==> src/rtl/rr_arbiter4.sv <==
// rr_arbiter4: four-requester round-robin arbiter.
// A grant is held until its requester drops req, or until the hold timeout
// forces it off. Every release is followed by one idle turnaround cycle.
// grant_id / grant_valid follow the shared 4-to-2 encoder output convention.
module rr_arbiter4 #(
   parameter int unsigned MAX_HOLD = 16,
   parameter int unsigned CNT_W    = 8
) (
   input  logic       clk,
   input  logic       rst_n,
   input  logic [3:0] req,
   output logic [3:0] grant,
   output logic [1:0] grant_id,
   output logic       grant_valid,
   output logic       preempt
);

   typedef enum logic [0:0] {
      ST_IDLE  = 1'b0,
      ST_GRANT = 1'b1
   } state_e;

   localparam logic [CNT_W-1:0] HOLD_LIMIT = CNT_W'(MAX_HOLD);
   localparam logic [CNT_W-1:0] CNT_SAT    = {CNT_W{1'b1}};
   localparam bit               TIMEOUT_EN = (MAX_HOLD != 0);

   state_e           state_q;
   logic [1:0]       last_id_q;
   logic [CNT_W-1:0] hold_cnt_q;
   logic [3:0]       grant_q;
   logic [1:0]       grant_id_q;
   logic             grant_valid_q;
   logic             preempt_q;

   logic [2:0]       pick_s;      // {found, index}
   logic             hold_hit_s;

   // Round-robin search: first set bit of r starting at (last+1) mod 4.
   // Offsets are scanned farthest-first so the nearest hit overwrites.
   function automatic logic [2:0] rr_pick(input logic [3:0] r, input logic [1:0] last);
      logic [2:0] res;
      logic [1:0] idx;
      res = 3'b000;
      for (int o = 4; o >= 1; o--) begin
         idx = last + 2'(o);
         if (r[idx]) begin
            res = {1'b1, idx};
         end
      end
      return res;
   endfunction

   // Next winner among the current requests, relative to the last holder.
   always_comb begin
      pick_s = rr_pick(req, last_id_q);
   end

   // Timeout condition: holder has already used its full hold budget.
   always_comb begin
      hold_hit_s = 1'b0;
      if (TIMEOUT_EN && (hold_cnt_q == HOLD_LIMIT)) begin
         hold_hit_s = 1'b1;
      end else begin
         hold_hit_s = 1'b0;
      end
   end

   // Arbiter FSM with registered grant outputs and hold counter.
   always_ff @(posedge clk or negedge rst_n) begin
      if (!rst_n) begin
         state_q       <= ST_IDLE;
         last_id_q     <= 2'b11;
         hold_cnt_q    <= '0;
         grant_q       <= 4'b0000;
         grant_id_q    <= 2'b00;
         grant_valid_q <= 1'b0;
         preempt_q     <= 1'b0;
      end else begin
         case (state_q)
            ST_IDLE: begin
               preempt_q <= 1'b0;
               if (pick_s[2]) begin
                  state_q       <= ST_GRANT;
                  grant_q       <= 4'b0001 << pick_s[1:0];
                  grant_id_q    <= pick_s[1:0];
                  grant_valid_q <= 1'b1;
                  hold_cnt_q    <= CNT_W'(1);
               end else begin
                  grant_q       <= 4'b0000;
                  grant_id_q    <= 2'b00;
                  grant_valid_q <= 1'b0;
                  hold_cnt_q    <= '0;
               end
            end
            ST_GRANT: begin
               if (!req[grant_id_q]) begin
                  // voluntary release
                  state_q       <= ST_IDLE;
                  last_id_q     <= grant_id_q;
                  grant_q       <= 4'b0000;
                  grant_id_q    <= 2'b00;
                  grant_valid_q <= 1'b0;
                  hold_cnt_q    <= '0;
                  preempt_q     <= 1'b0;
               end else if (hold_hit_s) begin
                  // forced release; holder drops to lowest priority
                  state_q       <= ST_IDLE;
                  last_id_q     <= grant_id_q;
                  grant_q       <= 4'b0000;
                  grant_id_q    <= 2'b00;
                  grant_valid_q <= 1'b0;
                  hold_cnt_q    <= '0;
                  preempt_q     <= 1'b1;
               end else begin
                  preempt_q <= 1'b0;
                  if (hold_cnt_q != CNT_SAT) begin
                     hold_cnt_q <= hold_cnt_q + CNT_W'(1);
                  end else begin
                     hold_cnt_q <= CNT_SAT;
                  end
               end
            end
            default: begin
               state_q       <= ST_IDLE;
               last_id_q     <= 2'b11;
               hold_cnt_q    <= '0;
               grant_q       <= 4'b0000;
               grant_id_q    <= 2'b00;
               grant_valid_q <= 1'b0;
               preempt_q     <= 1'b0;
            end
         endcase
      end
   end

   assign grant       = grant_q;
   assign grant_id    = grant_id_q;
   assign grant_valid = grant_valid_q;
   assign preempt     = preempt_q;

endmodule

==> config.mk <==
export PLATFORM = sky130hd
export DESIGN_NAME = rr_arbiter4
export DESIGN_NICKNAME = d
export VERILOG_FILES = /design/src/rtl/rr_arbiter4.sv
export SDC_FILE = /design/constraint.sdc
export NUM_CORES = 1
export LEC_CHECK = 0
export ABC_CLOCK_PERIOD_IN_PS = 1300
export BUFFER_PORTS_ARGS = -buffer_cell sky130_fd_sc_hd__buf_2
export CELL_PAD_IN_SITES_DETAIL_PLACEMENT = 2
export CELL_PAD_IN_SITES_GLOBAL_PLACEMENT = 2
export CORE_MARGIN = 8
export CORE_UTILIZATION = 32
export DETAILED_ROUTE_END_ITERATION = 6
export GPL_TIMING_DRIVEN = 0
export PLACE_DENSITY = 0.71
export SYNTH_ARGS = -nofsm -noshare
export SYNTH_HDL_FRONTEND = slang
export SYNTH_SLANG_ARGS = --single-unit
export TNS_END_PERCENT = 30
==> constraint.sdc <==
create_clock -name clk -period 1.3 [get_ports clk]
set_input_delay 0.065 -clock clk [delete_from_list [all_inputs] [get_ports clk]]
set_output_delay 0.065 -clock clk [all_outputs]
set_load 0.03 [all_outputs]
==> results.yml <==
routing:
  postRouteAntennaNets: 0
  wl_mm: 2.62
  via_per_inst: 5.52
  num_vias: 800
  post_drt_wl_per_cell_um: 18.1
  dr.pass1.iters: 4
  drtIter0Drc: 9
  drc_errors: 0
cells_and_area:
  seq_area_um2: 483
  final_core_util: 0.439
  nets: 123
  drive_above_1_share: 0.430
  diodes: 0
  fillers: 290
  areaGrowthSynthToFinish_pct: 29.6
  multi_input_area_um2: 509
synth:
  synth_commonest_cells: "dfrtp_1, a21oi_1, nand2_1"
  syn_inst: 87
  syn_nets: 95
  yosys.area.top_type: "dfrtp_1"
  seq_area_frac_synth: 0.507
  netlist_top_cells_area: "dfrtp_1, dfstp_2, a21oi_1, a21o_1, ha_1"
  async_flop_share: 1.00
  synth.most_common_cell: "dfrtp_1"
  syn_area_um2: 943
  synth.top_cell.area_share: 0.451
  yosys_register_bits: 19
  synth_edf_count: 0
  postSynthAreaPerCell_um2: 10.8
  yosysWarnings: 0
  yosys.cell_types.count: 35
  yosys_most_used_dff: "dfrtp_1"
worst_setup_path:
  cp.required_ns: 1.54
  worstPathMaxFanout: 2
  worst_setup_path_start_kind: "flip-flop"
  worst-setup-path-type: "flip-flop to flip-flop"
  crit_arrival_ns: 1.75
  end_kind: "flip-flop"
clocking:
  clk-insertion-delay-late_ns: 0.30
  cts_max_path_buffers: 2
  clkSinkCount: 19
  numCtsBuffers: 3
  root_buffer: "clkbuf_4"
  cts_tree: "built"
  ctsHtreeMaxLevel: 1
  clk_pin_slew_worst_paths_ns: 0.11
global_routing:
  grt_pass1_wl_mm: 4.46
  antenna_found_initial: 0
  grtUsageTotal: 0.110
  grt_pass1_vias: 901
  grt_overflow: 0
  grt_max_degree: 20
timing:
  fin_ws_ns: -0.211
  period_share: 1.16
  worst_pin_slew_ns: 0.568
  hold_viol_final: 0
  skew_ns: 0.00150
  slew-limit-headroom: 0.621
  setup_tns_ns: -2.43
  fin_crit_ns: 1.51
  setup_viol: 19
  final-max-slew-violation-count: 0
  max_freq_ghz: 0.662
  rsz0062_at_grt: "true"
hold_path:
  hold_path_class: "primary input to asynchronous set/reset pin"
floorplanning:
  core_area_mm2: 0.00278
  initial_utilization: 0.339
  die_w_um: 70.3
  dieArea_mm2: 0.00494
  ios: 14
  die_h_um: 70.3
  std_cell_rows: 19
placement:
  port_buffers: 13
  gp_congestion: 0.738
  dp_hpwl_mm: 1.80
status:
  violations: "negative setup slack"
  status: "complete, but fails checks"
pwr:
  vdd_drop_max_v: 0.00108
  power_density_mw_per_mm2: 2020
  power.leakage_nw: 0.558
run:
  max_cap_violations: 0
what timing repair did:
item                                   CTS  global route
setup endpoints to repair               18            19
gates resized for setup                 16             3
hold buffers                             1             0
endpoints found under the hold margin   17             0
pin swaps                               10             2
setup buffers                            6             3
critical path, stage by stage, from the launching register on:
cell and delay [ns]:
dfrtp_2 0.45, nor4_4 0.29, and4b_2 0.33, o21ai_4 0.08
mux2_4 0.30
state kept, by name, summed over array words and instances, names as in the netlist:
register,flops
grant,4
grant_id,2
grant_valid,1
hold_cnt_q,8
last_id_q,2
preempt,1
state_q,1
layer usage:
layer / share of wire / vias to the layer above / global-route usage
li1: - / 376 / -
met2: 0.51 / 10 / 0.183
met5: 0 / - / 0
met1: 0.45 / 412 / 0.126
met3: 0.030 / 2 / 0.0325
met4: 0.0053 / 0 / 0.0536
power by group:
| part | total, mW | switching, mW | internal, mW | leakage [nW] |
|---|---|---|---|---|
| clock | 0.311 | 0.194 | 0.117 | 0.0139 |
| combinational | 1.19 | 0.664 | 0.529 | 0.304 |
| sequential | 0.967 | 0.179 | 0.788 | 0.240 |
cells in the final DEF, fill, tap and decap left out, drive strengths merged, types with 2 or more instances in the layout:
cell type | Yosys | routed
buf | 0 | 22
dfrtp | 17 | 17
a21oi | 8 | 8
nand2 | 6 | 6
nor2 | 6 | 6
a21o | 4 | 4
inv | 4 | 4
nand2b | 3 | 3
clkbuf | 0 | 3
nand3 | 3 | 3
nor3 | 2 | 2
xnor2 | 2 | 2
a31oi | 2 | 2
nor2b | 2 | 2
mux2 | 2 | 2
o2bb2ai | 2 | 2
a22o | 2 | 2
ha | 2 | 2
dfstp | 2 | 2
and4b | 2 | 2
or2 | 2 | 2
per-stage QoR:
step	cells	cell area [um2]	hold WS (ns)	worst slack, ns	total power, mW
2_1_floorplan	87	948	-0.231	-0.226	1.61
3_3_place_gp	131	1050	0.0282	-0.237	1.88
3_5_place_dp	131	1050	0.0332	-0.261	1.93
4_1_cts	142	1190	0.220	-0.195	2.44
5_1_grt	145	1220	0.240	-0.249	2.65
6_report	145	1220	0.211	-0.211	2.47
logic make-up (layout without fill, tap and decap cells):
kind of cell    Yosys count  in the layout  share of synthesized area
buf+inv                   4             31                     0.0159
fa+ha+maj                 2              2                     0.0265
flops                    19             19                      0.507
compound gates           23             23                      0.167
mux                       4              4                     0.0584
simple gates             32             32                      0.198
xor+xnor                  3              3                     0.0279
layout make-up:
class,count,share of cell area
Multi-Input combinational cell,64,0.417
Tap cell,31,0.0317
Clock inverter,1,0.00614
Timing Repair Buffer,23,0.120
Inverter,4,0.0123
Clock buffer,3,0.0184
Sequential cell,19,0.395
worst paths after layout:
check	end	slack, ns	start	depth (start not counted)
max in group asynchronous	last_id_q[0]	0.76	rst_n	2
worst max-delay path	last_id_q[0]	-0.21	hold_cnt_q[6]	4
worst min register to register	grant_valid	0.50	grant_valid	1
min in group clk	grant[2]	0.23	req[0]	3
worst min-delay path	grant[0]	0.21	rst_n	2
worst max register to register	last_id_q[0]	-0.21	hold_cnt_q[6]	4
No activity file was read; power rests on OpenSTA's default activity.
